===== config.mk =====
export PLATFORM = sky130hd
export DESIGN_NAME = obstacle_scheduler
export DESIGN_NICKNAME = d
export VERILOG_FILES = /design/src/rtl/obstacle_scheduler.sv
export SDC_FILE = /design/constraint.sdc
export NUM_CORES = 1
export LEC_CHECK = 0
export BUFFER_PORTS_ARGS = -buffer_cell sky130_fd_sc_hd__buf_4
export CORE_MARGIN = 1.5
export CORE_UTILIZATION = 47
export CTS_BUF_LIST = sky130_fd_sc_hd__clkbuf_4
export DETAILED_ROUTE_END_ITERATION = 6
export PLACE_DENSITY_LB_ADDON = 0.1
export SYNTH_ARGS = -nofsm -noshare
export SYNTH_HDL_FRONTEND = slang
export SYNTH_SLANG_ARGS = --single-unit

===== constraint.sdc =====
create_clock -name clk -period 4.3 [get_ports clk]
set_input_delay 0 -clock clk [delete_from_list [all_inputs] [get_ports clk]]
set_output_delay 0 -clock clk [all_outputs]
set_load 0.005 [all_outputs]

===== src/rtl/obstacle_scheduler.sv =====
// obstacle_scheduler
//   Frame-rate game scheduler for the obstacle and coin spawners. It keeps one
//   obstacle on screen at a time and enforces a minimum frame gap between
//   obstacles. Difficulty ramps over time: the level rises, the gap shrinks
//   and the spawn threshold grows. Coins never launch on an obstacle frame.
// Ports
//   clk          frame clock (rising edge, one tick per video frame)
//   rst_n        async active-low reset
//   en           high while the game is in play
//   random       LFSR sample, refreshed every frame
//   obst_active  active flags reported by the obstacle spawners
//   obst_en      one-hot, single-cycle spawn request (combinational in PICK)
//   coin_en      per-lane coin enable (0 left, 1 mid, 2 right), registered
//   level        difficulty level, saturating at MAX_LEVEL
//   speed        BASE_SPEED + 2*level
//   busy         high while an obstacle is in flight
module obstacle_scheduler #(
  parameter int N_OBST       = 4,
  parameter int BASE_GAP     = 60,
  parameter int MIN_GAP      = 15,
  parameter int GAP_STEP     = 5,
  parameter int LEVEL_FRAMES = 600,
  parameter int MAX_LEVEL    = 9,
  parameter int BASE_THRESH  = 4,
  parameter int BASE_SPEED   = 32
) (
  input  logic              clk,
  input  logic              rst_n,
  input  logic              en,
  input  logic [19:0]       random,
  input  logic [N_OBST-1:0] obst_active,
  output logic [N_OBST-1:0] obst_en,
  output logic [2:0]        coin_en,
  output logic [3:0]        level,
  output logic [5:0]        speed,
  output logic              busy
);

  localparam int IW = (N_OBST > 1) ? $clog2(N_OBST) : 1;
  localparam int FW = $clog2(LEVEL_FRAMES);

  typedef enum logic [1:0] {IDLE, GAP, PICK, BUSY} state_t;

  state_t        state, state_nxt;
  logic [7:0]    gap_cnt, gap_cnt_nxt;
  logic [FW-1:0] frame_cnt;
  logic          busy_first, busy_first_nxt;
  logic [2:0]    coin_q, coin_raw;
  logic [3:0]    thresh;
  logic [4:0]    thresh_sum;
  logic          hit;
  logic [IW-1:0] idx;
  logic          unused_bits;

  // Gap shrinks by GAP_STEP per level, floored at MIN_GAP. The compare is done
  // before the subtract so the 8-bit result can never wrap.
  function automatic logic [7:0] gap_of(input logic [3:0] lvl);
    logic [7:0] dec;
    dec = 8'(lvl) * 8'(GAP_STEP);
    if (dec >= 8'(BASE_GAP - MIN_GAP)) return 8'(MIN_GAP);
    else                               return 8'(BASE_GAP) - dec;
  endfunction

  assign thresh_sum = {1'b0, level} + 5'(BASE_THRESH);
  assign thresh     = (thresh_sum > 5'd15) ? 4'd15 : thresh_sum[3:0];
  assign idx        = random[IW-1:0];
  // en is folded in so a pulse is suppressed when play stops the same frame.
  assign hit        = en && (random[7:4] < thresh) && (obst_active == '0);

  // Lane i launches a coin when three adjacent random bits are all set.
  always_comb begin
    coin_raw = '0;
    for (int i = 0; i < 3; i++) coin_raw[i] = &random[8+3*i +: 3];
  end

  assign unused_bits = ^random;

  always_comb begin
    state_nxt      = state;
    gap_cnt_nxt    = gap_cnt;
    busy_first_nxt = 1'b0;
    obst_en        = '0;
    case (state)
      IDLE: if (en) begin
        state_nxt   = GAP;
        gap_cnt_nxt = gap_of(4'd0);
      end
      GAP: begin
        if (gap_cnt == 8'd0) state_nxt = PICK;
        else                 gap_cnt_nxt = gap_cnt - 8'd1;
      end
      PICK: if (hit) begin
        obst_en[idx]   = 1'b1;
        state_nxt      = BUSY;
        busy_first_nxt = 1'b1;
      end
      // The spawner raises obst_active one frame after the request, so the
      // first BUSY frame cannot trust a low obst_active.
      BUSY: if (!busy_first && (obst_active == '0)) begin
        state_nxt   = GAP;
        gap_cnt_nxt = gap_of(level);
      end
      default: state_nxt = IDLE;
    endcase
    if (!en) state_nxt = IDLE;
  end

  always_ff @(posedge clk or negedge rst_n) begin
    if (!rst_n) begin
      state      <= IDLE;
      gap_cnt    <= 8'd0;
      busy_first <= 1'b0;
      coin_q     <= 3'd0;
    end else begin
      state      <= state_nxt;
      gap_cnt    <= gap_cnt_nxt;
      busy_first <= busy_first_nxt;
      coin_q     <= (state_nxt != IDLE) ? coin_raw : 3'd0;
    end
  end

  // Level ramp: counts every in-play frame; entering play from IDLE restarts it.
  always_ff @(posedge clk or negedge rst_n) begin
    if (!rst_n) begin
      level     <= 4'd0;
      frame_cnt <= '0;
    end else if (state == IDLE) begin
      if (en) begin
        level     <= 4'd0;
        frame_cnt <= '0;
      end
    end else if (frame_cnt == FW'(LEVEL_FRAMES - 1)) begin
      frame_cnt <= '0;
      if (level != 4'(MAX_LEVEL)) level <= level + 4'd1;
    end else begin
      frame_cnt <= frame_cnt + FW'(1);
    end
  end

  // Coins are masked on any frame that issues an obstacle request.
  assign coin_en = ((state != IDLE) && (obst_en == '0)) ? coin_q : 3'd0;
  assign speed   = 6'(BASE_SPEED) + {1'b0, level, 1'b0};
  assign busy    = (state == BUSY);

endmodule


==> Word-level counts from Yosys, hierarchy flattened <==
Cells that the tools add are included.
{ "op_classes": {"multipliers": 1, "muxes": 26, "order_cmp": 5, "reduce_logical": 20, "n_eq_ne": 8, "n_addsub": 6} }
{ "ops": {"columns": ["op", "n"], "rows": [
  ["$mux W8", 4],
  ["$mux W10", 3],
  ["$mux W4", 7],
  ["$pmux W8 S3", 1],
  ["$reduce_and A3 Y1", 4],
  ["$add A10 B1 Y10 const B", 1],
  ["$eq A10 B10 Y1 const B", 1],
  ["$logic_not A4 Y1", 2],
  ["$logic_not A8 Y1", 1],
  ["$mux W2", 4],
  ["$pmux W2 S4", 1],
  ["$reduce_bool A2 Y1", 4],
  ["$sub A6 B7 Y8 const A", 1],
  ["$sub A8 B1 Y8 const B", 1],
  ["$ge A7 B6 Y1 const B", 1],
  ["$mul A4 B3 Y7 const B", 1],
  ["$add A6 B5 Y6 const A", 1],
  ["$mux W3", 2],
  ["$add A4 B3 Y5 const B", 1],
  ["$gt A5 B4 Y1 const B", 1],
  ["$logic_and A1 B1 Y1", 5],
  ["$add A4 B1 Y4 const B", 1],
  ["$eq A2 B2 Y1 const B", 2],
  ["$lt A4 B4 Y1", 1],
  ["other kinds (12)", 15]
]} }
{ "totals": {"word_cells": 72, "reg_bits": 28, "output_inout_bits": 18, "input_bits": 27} }

==> Logic depth before layout (Yosys ltp) <==
{ "depth": {"depth_word": 11, "ltp_mapped": 8, "depth_no_buf": 7} }

==> Worst setup path before layout <==
Ideal clock, no wire load.
{ "synth_path": {"kind": "register -> register", "start": "reg level[3]", "end": "reg gap_cnt[0]", "stages_incl_launch_ff": 8, "setup_slack_ps": 1904, "arrival_time_ps": 2258, "required_ps": 4162, "cell_sequence": "dfrtp_1 > ha_1 > ha_1 > fa_1 > nor4_1 > o32ai_1 > o311ai_0 > mux2i_1"} }
{ "synth_between": {"elab_chain_cells": 5} }
{ "synth_rtl": {"columns": ["item", "line", "text"], "rows": [
  ["start: declaration", "34", "output logic [3:0] level,"],
  ["start signal: assignment", "134", "if (level != 4'(MAX_LEVEL)) level <= level + 4'd1;"],
  ["$mul A4 B3 Y7", "59", "dec = 8'(lvl) * 8'(GAP_STEP);"],
  ["$ge A7 B6 Y1", "60", "if (dec >= 8'(BASE_GAP - MIN_GAP)) return 8'(MIN_GAP);"],
  ["$mux W8", "60", null],
  ["$mux W8", "99", "BUSY: if (!busy_first && (obst_active == '0)) begin"],
  ["$pmux W8 S3", "83", "case (state)"],
  ["end signal: assignment", "116", "gap_cnt <= gap_cnt_nxt;"],
  ["end: declaration", "45", "logic [7:0] gap_cnt, gap_cnt_nxt;"]
]} }
Every way passes these cells. The select of a mux whose other input is x is not followed.
A chain may end at the register's enable or synchronous reset.

==> Worst setup path in the final report <==
{ "layout_path": {"start": "reg level[2]", "end": "out coin_en[0]"} }
{ "layout_between": {"elab_chain_cells": 11} }
{ "layout_rtl": {"columns": ["item", "line", "text"], "rows": [
  ["$add A4 B3 Y5 *", "64", "assign thresh_sum = {1'b0, level} + 5'(BASE_THRESH);"],
  ["$gt A5 B4 Y1", "65", "assign thresh = (thresh_sum > 5'd15) ? 4'd15 : thresh_sum[3:0];"],
  ["$mux W4 *", "65", null],
  ["$lt A4 B4 Y1 *", "68", "assign hit = en && (random[7:4] < thresh) && (obst_active == '0);"],
  ["$logic_and A1 B1 Y1 * (2 in series)", "68", null],
  ["$mux W4 *", "92", "PICK: if (hit) begin"],
  ["$mux W4 *", "83", null],
  ["$logic_not A4 Y1 *", "141", "assign coin_en = ((state != IDLE) && (obst_en == '0)) ? coin_q : 3'd0;"],
  ["$logic_and A1 B1 Y1 *", "141", null],
  ["$mux W3 *", "141", null],
  ["end: declaration", "33", "output logic [2:0] coin_en,"]
]} }
Mark *: on every way between the ends. The rest lies on a longest branch, timed or not.

==> reports/results.txt <==
outcome = finished, final reports clean
remaining routing DRC violations = 0
Initial DRT Pass Iterations = 4
leading area contributor after synthesis = dfrtp_1
overall track demand over capacity in global routing = 0.2017
count of antenna-violating nets left after detailed routing = 0
total half-perimeter wirelength after legalization and detailed placement = 3236 um
count of final hold-check violations = 0
fraction of layout instances using a drive strength above 1 = 0.1873
highest-count cells in the layout ignoring fill and taps = buf_4, dfrtp_1, nand2_1, ha_1, inv_1
Core Region = 4115 um2
Reg2Reg Setup Slack = 1.46 ns
clock insertion delay at the later pin of the skew report = 0.33 ns
Horiz. Die Dim = 69.14 um
post-layout min period = 2.883 ns
Total Routed Length = 4565 um
Crit Path Class = reg2out
post-layout utilization of the core = 0.5905
depth of the most critical reg-to-reg path = 7
count of warnings emitted by yosys = 0
synthesized area divided by synthesized cell count = 9.430 um2
Chip Height = 69.14 um
adder-cell share of the synthesized area = 0.1010
most frequently used flop master after synthesis = dfrtp_1
largest fanout of any net on the critical path = 9
setup clock skew after layout = 0.005581 ns
vias per cell = 5.754
Hold WC Path Type = in2reg
vias in the first global route = 1,692
Antenna diodes = 0
Nets = 295
main combinational cell family by area after synthesis = compound AO/OA/AOI/OAI gates
top cells by area, synth = dfrtp_1, ha_1, nand2_1
# Post-CTS Setup Buffers = 0
Slew HR = 0.3891
Final Cycle Share = 0.6704
clk buf depth = 2
Post-Route Setup TNS = 0 ns
Tightest Pin Transition = 0.9120 ns
summed instance area of the synthesized netlist = 2056 um2
number of synthesized flops with an enable pin = 0
Initial DRC Count = 82
worst setup path start = level[2]
endpoint with the worst hold slack = busy_first
min-delay src = random[7]
unique cell type count in the Yosys netlist = 63
clock tree from TritonCTS = done
initial antenna violation count = 0
area of the die = 4780 um2
fraction of the mapped netlist area in compound gates = 0.2368
post-CTS clock slew at the launch and capture registers of the worst setup and hold paths = 0.16 ns
Pins Over Slew Limit = 0
most common library cell in the layout ignoring fill and taps = buf_4
Worst setup SP type = flop
first-pass GRT wire length = 7997 um
setup repair after global routing missed its margin = false
number of non-filler instances in the completed layout = 301
synthesized-area fraction occupied by xor and xnor cells = 0.02982
Cells on Worst Hold Path = 3
Worst Setup End Kind = primary output
multiplexer area fraction after synthesis = 0.01035
Leakage = 1.108 nW
largest net degree at the start of global routing = 29
post-layout power = 0.0006232 W
CTS Root Cell = clkbuf_4
power density normalized to cell area = 256.5 nW/um2
num rows = 23
Max VDD drop = 0.0001881 V
Arrival @ worst endpoint = 2.88 ns
Seq/Total Area, Yosys = 0.3408
Syn Inst Count = 218
final count of negative-setup-slack endpoints = 0
Final Wtd Congestion = 0.8247
capture point of the worst reg-to-reg path = gap_cnt[4]
required time reported for the critical path endpoint = 4.30 ns
peak clock frequency supported by timing = 0.3469 GHz
Clock Sink Count = 28
number of fill cells = 381
clock buffers created by TritonCTS = 3
Port Buffers = 37
via count = 1,732
Max Cap Viol = 0
Starting Density = 0.4995
share of synthesized registers carrying an async set or reset = 1.000
cts repair resizes = 0
FF+latch count, synth = 28
fraction of synthesized cell area taken by the top area cell type = 0.3408
H-Tree Level Count = 1
Placed Cells = 289
# IOs = 45
Simple-Gate Fraction of Synth Area = 0.2039
sum of overflow across all layers after global routing = 0
wire length per cell after detailed routing = 15.17 um
start of the worst register-to-register path = level[1]
Area growth syn-to-layout = 18.20%
net count after synthesis = 261
## final cells by class
class | instances | area (um2) | share of cell area
clock buffer | 3 | 22.52 | 0.009269
clock inverter | 1 | 30.03 | 0.01236
inverter | 14 | 52.55 | 0.02163
multi-input combinational | 160 | 1204 | 0.4954
sequential | 28 | 700.7 | 0.2884
tap | 50 | 62.56 | 0.02575
timing repair buffer | 45 | 357.8 | 0.1473
## Yosys cell counts, types with 5 or more instances
library cell and instances:
inv_1 14, and4_1 5, ha_1 15, a31oi_1 7, a21oi_1 7, dfrtp_1 28
nor2_1 11, nand2_1 15, nor3b_1 5, buf_4 7, o21ai_1 5
## worst max path at each step
stage | to | slack (ns) | cells past startpoint
after floorplan | gap_cnt[0] | 1.90 | 7
after global placement | gap_cnt[4] | 1.50 | 7
after detailed placement | gap_cnt[4] | 1.50 | 7
after CTS | coin_en[0] | 1.38 | 8
after global routing | coin_en[1] | 1.17 | 8
final | coin_en[0] | 1.42 | 8
## repair_timing
item / 4_1_cts / 5_1_grt
hold buffers: 8 / 0
endpoints found under the hold margin: 34 / 0
endpoints found under the setup margin: 0 / 0
## registers in the layout, indices dropped and copies added, names as in the netlist
name        count
busy_first      1
coin_q          3
gap_cnt         8
state           2
level           4
frame_cnt      10
## stage by stage
stage / worst slack [ns] / hold WS (ns) / area [um2]
after global routing: 1.172 / 0.1069 / 2430
final: 1.417 / 0.07499 / 2430
after CTS: 1.381 / 0.05808 / 2430
after floorplan: 1.904 / -0.2956 / 2056
after detailed placement: 1.497 / -0.05395 / 2297
after global placement: 1.504 / -0.05300 / 2297
## logic make-up (layout without fill, tap and decap cells)
kind of cell               after synthesis  in the layout
muxes                                    2              2
DFF                                     28             28
adders and majority gates               16             16
AOI/OAI and AO/OA                       64             64
other                                    2              2
xor gates and xnor gates                 7              7
buffers and inverters                   30             63
and+or+nand+nor                         69             69
## critical path, cell delays in order (launching register included)
cell,delay [ns]
dfrtp_1,0.58
inv_1,0.18
ha_1,0.31
nor2b_1,0.13
ha_1,0.35
and2_1,0.19
a311oi_1,0.51
nor3b_1,0.12
buf_4,0.16
## report_power, final
group          internal [W]  switching [W]  total, W  leakage, nW
Clock             0.0000943      0.0000831  0.000177       0.0279
Sequential         0.000286      0.0000318  0.000317        0.359
Combinational     0.0000654      0.0000631  0.000128        0.721
## routing by layer
layer | GRT usage | part of all wire | up-vias
met5 | 0 | 0 | -
met4 | 0.05447 | 0.0053 | 0
met3 | 0.02193 | 0.028 | 2
met2 | 0.3333 | 0.47 | 35
met1 | 0.2807 | 0.49 | 824
li1 | - | - | 871
No activity file was read; power rests on OpenSTA's default activity.
